File: config.mk
export PLATFORM = sky130hd
export DESIGN_NAME = dmem_access_ctrl
export DESIGN_NICKNAME = d
export VERILOG_FILES = /design/src/rtl/rv_mem_pkg.sv /design/src/rtl/lsu_data_align.sv /design/src/rtl/dmem_access_ctrl.sv
export SDC_FILE = /design/constraint.sdc
export NUM_CORES = 1
export LEC_CHECK = 0
export ABC_AREA = 1
export CORE_ASPECT_RATIO = 0.6
export CORE_UTILIZATION = 40
export DETAILED_ROUTE_END_ITERATION = 8
export PLACE_DENSITY = 0.71
export SLEW_MARGIN = 20
export SYNTH_ARGS = -nofsm -noshare
export SYNTH_HDL_FRONTEND = slang
export SYNTH_SLANG_ARGS = --single-unit
File: constraint.sdc
create_clock -name clk -period 2.1 [get_ports clk]
set_input_delay 0.42 -clock clk [delete_from_list [all_inputs] [get_ports clk]]
set_output_delay 0.42 -clock clk [all_outputs]
set_load 0.005 [all_outputs]
File: src/rtl/rv_mem_pkg.sv
// Shared encodings for the MEM-stage data access path: funct3 codes, exception causes,
// access sequencer states and the alignment rule.
package rv_mem_pkg;

    localparam logic [2:0] F3_LB  = 3'b000;
    localparam logic [2:0] F3_LH  = 3'b001;
    localparam logic [2:0] F3_LW  = 3'b010;
    localparam logic [2:0] F3_LBU = 3'b100;
    localparam logic [2:0] F3_LHU = 3'b101;
    localparam logic [2:0] F3_SB  = 3'b000;
    localparam logic [2:0] F3_SH  = 3'b001;
    localparam logic [2:0] F3_SW  = 3'b010;

    localparam logic [3:0] CAUSE_LOAD_MISALIGNED  = 4'd4;
    localparam logic [3:0] CAUSE_LOAD_FAULT       = 4'd5;
    localparam logic [3:0] CAUSE_STORE_MISALIGNED = 4'd6;
    localparam logic [3:0] CAUSE_STORE_FAULT      = 4'd7;

    typedef enum logic [1:0] {
        ST_IDLE = 2'd0,
        ST_REQ  = 2'd1,
        ST_RESP = 2'd2,
        ST_DONE = 2'd3
    } mem_state_e;

    // funct3[1:0] is the access size for both loads and stores; bytes are never misaligned.
    function automatic logic is_misaligned(input logic [2:0] funct3, input logic [1:0] addr_lo);
        logic mis;
        mis = 1'b0;
        case (funct3[1:0])
            2'b01:   mis = addr_lo[0];
            2'b10:   mis = (addr_lo != 2'b00);
            default: mis = 1'b0;
        endcase
        return mis;
    endfunction

endpackage

File: src/rtl/lsu_data_align.sv
// Combinational lane steering: store data replication and byte strobes on the way out,
// byte/half extraction and sign/zero extension of the read word on the way back.
module lsu_data_align
    import rv_mem_pkg::*;
(
    input  logic [2:0]  st_funct3_i,
    input  logic [1:0]  st_addr_lo_i,
    input  logic [31:0] st_data_i,
    output logic [31:0] st_wdata_o,
    output logic [3:0]  st_wstrb_o,
    input  logic [2:0]  ld_funct3_i,
    input  logic [1:0]  ld_addr_lo_i,
    input  logic [31:0] ld_rdata_i,
    output logic [31:0] ld_data_o
);

    logic [31:0] ld_shift;

    always_comb begin
        st_wdata_o = st_data_i;
        st_wstrb_o = 4'b1111;
        case (st_funct3_i[1:0])
            2'b00: begin
                st_wdata_o = {4{st_data_i[7:0]}};
                st_wstrb_o = 4'b0001 << st_addr_lo_i;
            end
            2'b01: begin
                st_wdata_o = {2{st_data_i[15:0]}};
                st_wstrb_o = 4'b0011 << {st_addr_lo_i[1], 1'b0};
            end
            default: ;
        endcase
    end

    // Shift the addressed byte/half down to bit 0, then extend.
    always_comb begin
        ld_shift  = ld_rdata_i >> {ld_addr_lo_i, 3'b000};
        ld_data_o = ld_rdata_i;
        case (ld_funct3_i)
            F3_LB:   ld_data_o = {{24{ld_shift[7]}}, ld_shift[7:0]};
            F3_LBU:  ld_data_o = {24'h000000, ld_shift[7:0]};
            F3_LH:   ld_data_o = {{16{ld_shift[15]}}, ld_shift[15:0]};
            F3_LHU:  ld_data_o = {16'h0000, ld_shift[15:0]};
            default: ld_data_o = ld_rdata_i;
        endcase
    end

endmodule

File: src/rtl/dmem_access_ctrl.sv
// MEM-stage data-memory sequencer: one valid/ready request per load/store, response wait with
// timeout, pipeline stall, and a single DONE cycle carrying load data or an exception.
module dmem_access_ctrl
    import rv_mem_pkg::*;
#(
    parameter int unsigned TIMEOUT_CYCLES = 255
) (
    input  logic        clk,
    input  logic        reset_n,
    input  logic        ex_valid,
    input  logic        ex_mem_read,
    input  logic        ex_mem_write,
    input  logic [2:0]  ex_funct3,
    input  logic [31:0] ex_addr,
    input  logic [31:0] ex_wdata,
    output logic        dbus_req_valid,
    input  logic        dbus_req_ready,
    output logic        dbus_req_we,
    output logic [31:0] dbus_req_addr,
    output logic [31:0] dbus_req_wdata,
    output logic [3:0]  dbus_req_wstrb,
    input  logic        dbus_rsp_valid,
    input  logic [31:0] dbus_rsp_rdata,
    input  logic        dbus_rsp_err,
    output logic        mem_stall,
    output logic [31:0] load_data,
    output logic        exc_valid,
    output logic [3:0]  exc_cause,
    output logic [31:0] exc_tval,
    output mem_state_e  dbg_state
);

    // Request channel: dbus_req_valid rises with all fields registered, then valid and fields
    // stay constant until the cycle dbus_req_ready is high (handshake) or the timeout fires.
    // Responses are always accepted and only acted on in RESP.

    localparam int unsigned CNT_W = (TIMEOUT_CYCLES < 2) ? 1 : $clog2(TIMEOUT_CYCLES + 1);

    mem_state_e  state_q, state_d;
    logic [CNT_W-1:0] cnt_q, cnt_d;
    logic        req_valid_q, req_valid_d;
    logic        req_we_q, req_we_d;
    logic [31:0] addr_q, addr_d;
    logic [31:0] req_wdata_q, req_wdata_d;
    logic [3:0]  req_wstrb_q, req_wstrb_d;
    logic [2:0]  funct3_q, funct3_d;
    logic [31:0] load_data_q, load_data_d;
    logic        exc_valid_q, exc_valid_d;
    logic [3:0]  exc_cause_q, exc_cause_d;
    logic [31:0] exc_tval_q, exc_tval_d;

    logic        op;
    logic        timeout_hit;
    logic [31:0] st_wdata;
    logic [3:0]  st_wstrb;
    logic [31:0] ld_data;

    lsu_data_align u_align (
        .st_funct3_i  (ex_funct3),
        .st_addr_lo_i (ex_addr[1:0]),
        .st_data_i    (ex_wdata),
        .st_wdata_o   (st_wdata),
        .st_wstrb_o   (st_wstrb),
        .ld_funct3_i  (funct3_q),
        .ld_addr_lo_i (addr_q[1:0]),
        .ld_rdata_i   (dbus_rsp_rdata),
        .ld_data_o    (ld_data)
    );

    assign op          = ex_valid & (ex_mem_read | ex_mem_write);
    assign timeout_hit = (TIMEOUT_CYCLES != 0) && (32'(cnt_q) >= TIMEOUT_CYCLES - 1);

    always_comb begin
        state_d     = state_q;
        cnt_d       = cnt_q;
        req_valid_d = req_valid_q;
        req_we_d    = req_we_q;
        addr_d      = addr_q;
        req_wdata_d = req_wdata_q;
        req_wstrb_d = req_wstrb_q;
        funct3_d    = funct3_q;
        load_data_d = load_data_q;
        exc_valid_d = exc_valid_q;
        exc_cause_d = exc_cause_q;
        exc_tval_d  = exc_tval_q;

        unique case (state_q)
            ST_IDLE: begin
                if (op) begin
                    if (is_misaligned(ex_funct3, ex_addr[1:0])) begin
                        state_d     = ST_DONE;
                        exc_valid_d = 1'b1;
                        exc_cause_d = ex_mem_write ? CAUSE_STORE_MISALIGNED : CAUSE_LOAD_MISALIGNED;
                        exc_tval_d  = ex_addr;
                    end else begin
                        state_d     = ST_REQ;
                        cnt_d       = '0;
                        req_valid_d = 1'b1;
                        req_we_d    = ex_mem_write;
                        addr_d      = ex_addr;
                        req_wdata_d = ex_mem_write ? st_wdata : 32'h0;
                        req_wstrb_d = ex_mem_write ? st_wstrb : 4'h0;
                        funct3_d    = ex_funct3;
                    end
                end
            end
            ST_REQ: begin
                cnt_d = cnt_q + CNT_W'(1);
                // A handshake in the limit cycle still wins; RESP then times out next cycle.
                if (dbus_req_ready) begin
                    req_valid_d = 1'b0;
                    state_d     = ST_RESP;
                end else if (timeout_hit) begin
                    req_valid_d = 1'b0;
                    state_d     = ST_DONE;
                    exc_valid_d = 1'b1;
                    exc_cause_d = req_we_q ? CAUSE_STORE_FAULT : CAUSE_LOAD_FAULT;
                    exc_tval_d  = addr_q;
                end
            end
            ST_RESP: begin
                cnt_d = cnt_q + CNT_W'(1);
                if (dbus_rsp_valid) begin
                    state_d = ST_DONE;
                    if (dbus_rsp_err) begin
                        exc_valid_d = 1'b1;
                        exc_cause_d = req_we_q ? CAUSE_STORE_FAULT : CAUSE_LOAD_FAULT;
                        exc_tval_d  = addr_q;
                    end else begin
                        load_data_d = req_we_q ? 32'h0 : ld_data;
                    end
                end else if (timeout_hit) begin
                    state_d     = ST_DONE;
                    exc_valid_d = 1'b1;
                    exc_cause_d = req_we_q ? CAUSE_STORE_FAULT : CAUSE_LOAD_FAULT;
                    exc_tval_d  = addr_q;
                end
            end
            ST_DONE: begin
                state_d     = ST_IDLE;
                load_data_d = 32'h0;
                exc_valid_d = 1'b0;
                exc_cause_d = 4'h0;
                exc_tval_d  = 32'h0;
            end
            default: state_d = ST_IDLE;
        endcase
    end

    always_ff @(posedge clk or negedge reset_n) begin
        if (!reset_n) begin
            state_q     <= ST_IDLE;
            cnt_q       <= '0;
            req_valid_q <= 1'b0;
            req_we_q    <= 1'b0;
            addr_q      <= 32'h0;
            req_wdata_q <= 32'h0;
            req_wstrb_q <= 4'h0;
            funct3_q    <= 3'h0;
            load_data_q <= 32'h0;
            exc_valid_q <= 1'b0;
            exc_cause_q <= 4'h0;
            exc_tval_q  <= 32'h0;
        end else begin
            state_q     <= state_d;
            cnt_q       <= cnt_d;
            req_valid_q <= req_valid_d;
            req_we_q    <= req_we_d;
            addr_q      <= addr_d;
            req_wdata_q <= req_wdata_d;
            req_wstrb_q <= req_wstrb_d;
            funct3_q    <= funct3_d;
            load_data_q <= load_data_d;
            exc_valid_q <= exc_valid_d;
            exc_cause_q <= exc_cause_d;
            exc_tval_q  <= exc_tval_d;
        end
    end

    assign mem_stall      = op & (state_q != ST_DONE);
    assign dbus_req_valid = req_valid_q;
    assign dbus_req_we    = req_we_q;
    assign dbus_req_addr  = {addr_q[31:2], 2'b00};
    assign dbus_req_wdata = req_wdata_q;
    assign dbus_req_wstrb = req_wstrb_q;
    assign load_data      = load_data_q;
    assign exc_valid      = exc_valid_q;
    assign exc_cause      = exc_cause_q;
    assign exc_tval       = exc_tval_q;
    assign dbg_state      = state_q;

endmodule

==> out/qor.yml, run 1 <==
yosys:
  synth_xor_area_frac: 0.003188
  synth.most_common_cell: "nand2_1"
  synth_top_area_frac: 0.4615
  synth_compound_area_frac: 0.1450
  synth_top_area_cell: "dfrtp_1"
  ys_top_cells_by_area: "dfrtp_1, nand2_1, o21ai_0"
  synth_warnings: 0
  synth.top_cells.by_count: "nand2_1, dfrtp_1, o21ai_0"
  synthCells: 1068
  synthSimpleGateAreaFrac: 0.2554
  synthMuxAreaShare: 0
  synth-seq-cells: 152
  synth_cell_types: 35
  ys.flop_type: "dfrtp_1"
  synthAdderAreaFrac: 0.01366
  synth_edf_count: 0
  synth_area_sq_um: 8242
  ys_seq_area_frac: 0.4615
  synth-async-reset-ratio: 1.000
  syn_avg_cell_area_sq_um: 7.717
  synth_top_family_by_area: "simple AND/OR/NAND/NOR gates"
timing:
  hold_slack_ns: 0.3639
  finalWorstSetupSlack_ns: 0.1261
  grt_setup_unrepaired: "no"
  fin_crit_sh: 0.9399
  finalSetupViolCount: 0
  fmax_ghz: 0.5066
  skew_ns: 0.008761
  min_period_ns: 1.974
  slew_viol_final: 0
  hold_viol_final: 0
placement:
  hpwlAfterDp_um: 18110
  place_ws_ns: -0.3151
  placed_area_sq_um: 10990
  portBuffers: 246
  routabilityCongestion: 0.8676
detailed_routing:
  wl_met1_um: 11770
  wl_per_cell_um: 15.31
  routed_via_density: 4.824
  drt-pass1-iter-count: 5
  met3_length_um: 2219
  wl_met2_um: 10130
  dr.first_iter.drc_count: 427
  drt-total-wl_um: 24340
  route.detailed.drc: 0
  via_count: 7670
  detail-route-antenna-nets: 0
  route.top_layer_used: "met5"
floorplan:
  fp.dieW_um: 187.3
  std_cell_rows: 40
  fp.coreArea_sq_um: 20120
  io_pins: 249
  die-area_sq_um: 21200
  start_util: 0.4096
  die_h_um: 113.2
setup_path:
  critPathKind: "flip-flop to flip-flop"
  cp-end-kind: "flip-flop"
  crit_path_start_kind: "flip-flop"
  crit_required_ns: 2.47
  r2r_slack_ns: 0.13
  crit-reg2reg-launch: "dbg_state[0]"
  ff2ff_path_depth: 12
  crit_fanout: 19
  reg2reg_to: "exc_tval[17]"
  cp.arrival_ns: 2.35
clock_network:
  cts.htree.levels: 4
  numClockSinks: 152
  numCtsBuffers: 17
  clockRootBuffer: "clkbuf_16"
  cts_tree: "done"
  clk_latency_ns: 0.43
  path_clk_slew_ns: 0.07
  clk_path_buf_depth: 2
power:
  intPower_mw: 10.20
  swShare: 0.3788
  ir_worst_vdd_mv: 0.7224
  p_switching_mw: 6.221
  power_leakage_nw: 5.639
  pwr-share-comb: 0.493
  pwr-share-clk: 0.204
  powerDensity_nw_per_um2: 1408
  p_seq_frac: 0.304
min_path:
  hold_class: "input pin to async pin"
global_route:
  grt_max_degree: 91
  grt_overflow: 0
  grt_usage: 0.2374
  grt_pass1_wl_um: 39450
  grt_pass1_vias: 7320
  antenna_found_initial: 1
finish:
  drive_above_1_share: 0.1131
  area_growth_pct: 41.49
  antenna-diode-count: 0
  fillCellCount: 1898
  final_area_sq_um: 11660
  post-route-util: 0.5796
  nets: 1420
job:
  drv_cap: 0
status:
  status: "complete, no violations"
-- layout by cell type, fill, tap and decap left out, types with 2 or more instances in the layout --
cell type	netlist	routed
nand2_1	375	375
clkdlybuf4s50_1	0	244
dfrtp_1	152	151
o21ai_0	114	114
inv_1	87	87
nand3_1	56	56
buf_4	38	49
nor2_1	45	44
o21ai_1	32	32
o21ai_2	29	29
a21oi_1	22	21
clkbuf_16	0	17
buf_12	0	10
ha_1	9	7
nor3_1	6	6
o31ai_1	6	6
nand2_4	5	5
inv_2	4	4
nor2_2	3	4
o211ai_1	4	4
nand3b_1	4	4
o22ai_1	4	4
bufinv_16	0	4
nand2_2	3	3
clkinv_4	1	3
xor2_1	3	3
or2_2	3	3
clkbuf_8	0	3
clkinv_2	0	3
and3_1	2	2
nor2_4	2	2
ha_2	0	2
conb_1	1	2
-- what timing repair did --
action                                 CTS  global route
setup buffers                            1             0
resized for setup                        3             3
hold buffers                             1             0
endpoints found under the hold margin    7             0
setup endpoints to repair                1            35
-- per-stage QoR --
step / TNS [ns] / power, mW / cells
2_1_floorplan: 0 / 9.279 / 1069
3_3_place_gp: -23.18 / 12.93 / 1556
3_5_place_dp: -29.25 / 13.07 / 1556
4_1_cts: 0 / 16.51 / 1590
5_1_grt: 0 / 17.63 / 1590
6_report: 0 / 16.42 / 1590
-- flip-flops by register name, summed over array words and instances, names as in the netlist --
signal and count:
dbus_req_wstrb 4, exc_tval 32, exc_cause 4, dbg_state 2
dbus_req_wdata 32, load_data 32, exc_valid 1, dbus_req_valid 1
addr_q 32, dbus_req_we 1, cnt_q 8, funct3_q 3
-- cell families (layout without fill, tap and decap cells) --
family	after synthesis	count (layout)
simple gates	508	508
compound gates	211	211
buf+inv	184	432
flops	152	152
fa+ha+maj	9	9
xor+xnor	3	3
other cells	1	2
-- routing by layer --
| layer | global-route usage | vias to the layer above |
|---|---|---|
| met3 | 0.07289 | 19 |
| met5 | 0 | - |
| met4 | 0.05956 | 2 |
| li1 | - | 3834 |
| met2 | 0.3341 | 299 |
| met1 | 0.3509 | 3516 |
-- critical path: stages, from the launching register on --
cell and delay (ns):
dfrtp_1 0.39, buf_4 0.15, inv_1 0.09, ha_2 0.31, inv_2 0.05, nor2_1 0.20
nor2_2 0.09, nand2_2 0.11, clkinv_4 0.10, nand2_4 0.11, buf_12 0.16, nand2_1 0.07
nand2_1 0.06
-- power by group through the flow --
stage	Combinational [mW]	Clock (mW)	Sequential, mW
final	8.09	3.35	4.98
after global routing	8.94	3.56	5.14
after CTS	8.12	3.41	4.98
after detailed placement	8.07	0	5.00
after global placement	7.93	0	5.01
after floorplan	4.42	0	4.86
-- layout make-up --
class	instances	area, sq um	share of cell area
well taps	273	341.6	0.02929
repair buffers	306	3040	0.2607
clock inverters	11	168.9	0.01448
flip-flops and latches	152	3805	0.3263
multi-input cells	733	3465	0.2971
clock buffers	21	470.5	0.04034
inverters	94	370.4	0.03176
-- worst max-delay path by stage --
stage | cells past startpoint | to | slack, ns | startpoint
6_report | 12 | exc_tval[17] | 0.13 | dbg_state[0]
5_1_grt | 12 | exc_tval[6] | 0.04 | dbg_state[0]
4_1_cts | 12 | exc_tval[17] | 0.06 | dbg_state[0]
3_5_place_dp | 10 | dbus_req_wstrb[0] | -0.32 | ex_funct3[1]
3_3_place_gp | 10 | dbus_req_wdata[27] | -0.26 | ex_funct3[1]
2_1_floorplan | 9 | dbus_req_wdata[10] | 0.08 | ex_funct3[1]
No activity file was read; power rests on OpenSTA's default activity.
==> run 2, diff against run 1 <==
==> constraint.sdc (replaced) <==
create_clock -name clk -period 2.32 [get_ports clk]
set_input_delay 0.464 -clock clk [delete_from_list [all_inputs] [get_ports clk]]
set_output_delay 0.464 -clock clk [all_outputs]
set_load 0.005 [all_outputs]
==> run 2 against run 1 <==
Clock skew rose by 0.0074 ns. Global-route usage barely moved. Total power fell by 12%. Hold slack improved by 0.11 ns. Clock power fell by 18%. Largest cell class unchanged.
==> out/qor.yml, run 2 (synthesized netlist as in run 1, its figures left out) <==
status:
  status: "complete, no violations"
setup_path:
  cp-end-kind: "primary output"
  crit_path_top_delay_cell: "clkdlybuf4s50_1"
  critPathKind: "flip-flop to primary output"
  crit_required_ns: 1.86
  crit_path_start_kind: "flip-flop"
  reg2reg_to: "load_data[4]"
  cp.arrival_ns: 1.75
  critPathTopFamily: "buffers and inverters"
  crit_fanout: 5
  path_buf_inv: 1
  slowest_delay_ns: 0.54
  cp_cell_sequence: "ha_2 -> nor2_1 -> clkdlybuf4s50_1"
  r2r_slack_ns: 0.33
  ff2ff_path_depth: 8
  crit-reg2reg-launch: "dbg_state[0]"
global_route:
  grt_overflow: 0
  grt_max_degree: 91
  gr-usage-met3: 0.06979
  grt_util_met2: 0.3413
  antenna_found_initial: 2
  grt_usage: 0.2379
  grt_pass1_wl_um: 39550
  top_usage_layer: "met1"
  grt_pass1_vias: 7414
  grt_use_met1: 0.3515
job:
  drv_cap: 0
timing:
  fmax_ghz: 0.4525
  hold_slack_ns: 0.4771
  min_period_ns: 2.210
  finalSetupViolCount: 0
  fin_crit_sh: 0.9526
  tns_ns: 0
  grt_setup_unrepaired: "no"
  skew_ns: 0.01617
  worst_pin_slew_ns: 0.7949
  hold_viol_final: 0
  slew_viol_final: 0
  slew_headroom: 0.4665
detailed_routing:
  wl_per_cell_um: 15.65
  route.detailed.drc: 0
  via_count: 7753
  routed_via_density: 4.926
  drt-total-wl_um: 24630
  drt-pass1-iter-count: 5
  dr.first_iter.drc_count: 635
  detail-route-antenna-nets: 0
finish:
  nets: 1404
  layout_common_cells: "nand2_1, clkdlybuf4s50_1, dfrtp_1, o21ai_0, inv_1"
  antenna-diode-count: 0
  final_common_cell: "nand2_1"
  post-route-util: 0.5714
  drive_above_1_share: 0.1015
  area_growth_pct: 39.49
min_path:
  hold_start: "exc_cause[3]"
  hold_class: "flip-flop to flip-flop"
  whs_path_depth: 2
  min_to: "exc_cause[3]"
clock_network:
  path_clk_slew_ns: 0.07
  clk_latency_ns: 0.44
  clk_path_buf_depth: 2
  clockRootBuffer: "clkbuf_16"
  post_cts_buffers: 0
  cts_tree: "done"
  numClockSinks: 152
  cts.htree.levels: 4
  numCtsBuffers: 17
floorplan:
  start_util: 0.4096
  die_h_um: 113.2
  fp.dieW_um: 187.3
  std_cell_rows: 40
  die-area_sq_um: 21200
  io_pins: 249
  fp.coreArea_sq_um: 20120
placement:
  portBuffers: 246
  hpwlAfterDp_um: 18290
  routabilityCongestion: 0.8979
power:
  fin_total_pwr_mw: 14.47
  powerDensity_nw_per_um2: 1259
  ir_worst_vdd_mv: 0.6544
  power_leakage_nw: 5.531
run 2: changes by cell type in the layout (fill, tap and decap cells not counted), moves of 2 or more:
cell / change
bufinv_16: -4
inv_6: +3
inv_8: +7
buf_4: -18
clkinv_2: -3
buf_12: +2
clkbuf_8: -3
run 2: power breakdown:
part	internal [mW]	total, mW	leakage, nW	switching [mW]
Combinational	3.54	7.18	3.28	3.65
Sequential	3.72	4.55	1.98	0.828
Clock	1.44	2.74	0.279	1.30
run 2: per-stage QoR:
step,instance area [sq um],setup WS (ns),std cells
detailed placement,10910,-0.08894,1541
global placement,10910,-0.06448,1541
floorplan,8245,0.2521,1069
CTS,11490,0.03697,1574
finish,11500,0.1101,1574
global route,11500,0.04830,1574
run 2: per-layer routing:
layer	vias up	part of all wire
met5	-	0.0010
met4	4	0.0067
met3	17	0.088
met2	314	0.41
met1	3613	0.49
li1	3805	-
run 2: repair_timing:
action                     in CTS  in global routing
hold endpoints to repair        7                  0
resized for setup               0                  1
setup endpoints to repair       0                  1
hold buffers                    1                  0
run 2: worst max-delay path by stage:
stage	startpoint	endpoint	slack, ns	depth (start not counted)
after global routing	dbg_state[1]	mem_stall	0.05	3
after detailed placement	ex_funct3[1]	dbus_req_wdata[11]	-0.09	8
after global placement	ex_funct3[1]	dbus_req_wdata[9]	-0.06	8
after CTS	dbg_state[1]	mem_stall	0.04	3
final	dbg_state[1]	mem_stall	0.11	3
after floorplan	ex_funct3[1]	dbus_req_wdata[10]	0.25	9
run 2: worst min-delay path, stage by stage (launching register included):
cell	delay (ns)
dfrtp_1	0.35
nand2_1	0.05
inv_1	0.04
run 2: cell type report:
type / count / area, sq um
Timing Repair Buffer: 290 / 2947
Tap cell: 273 / 341.6
Fill cell: 1874 / 8623
Inverter: 94 / 365.4
Clock inverter: 15 / 151.4
Sequential cell: 152 / 3804
Clock buffer: 17 / 425.4
Multi-Input combinational cell: 733 / 3462
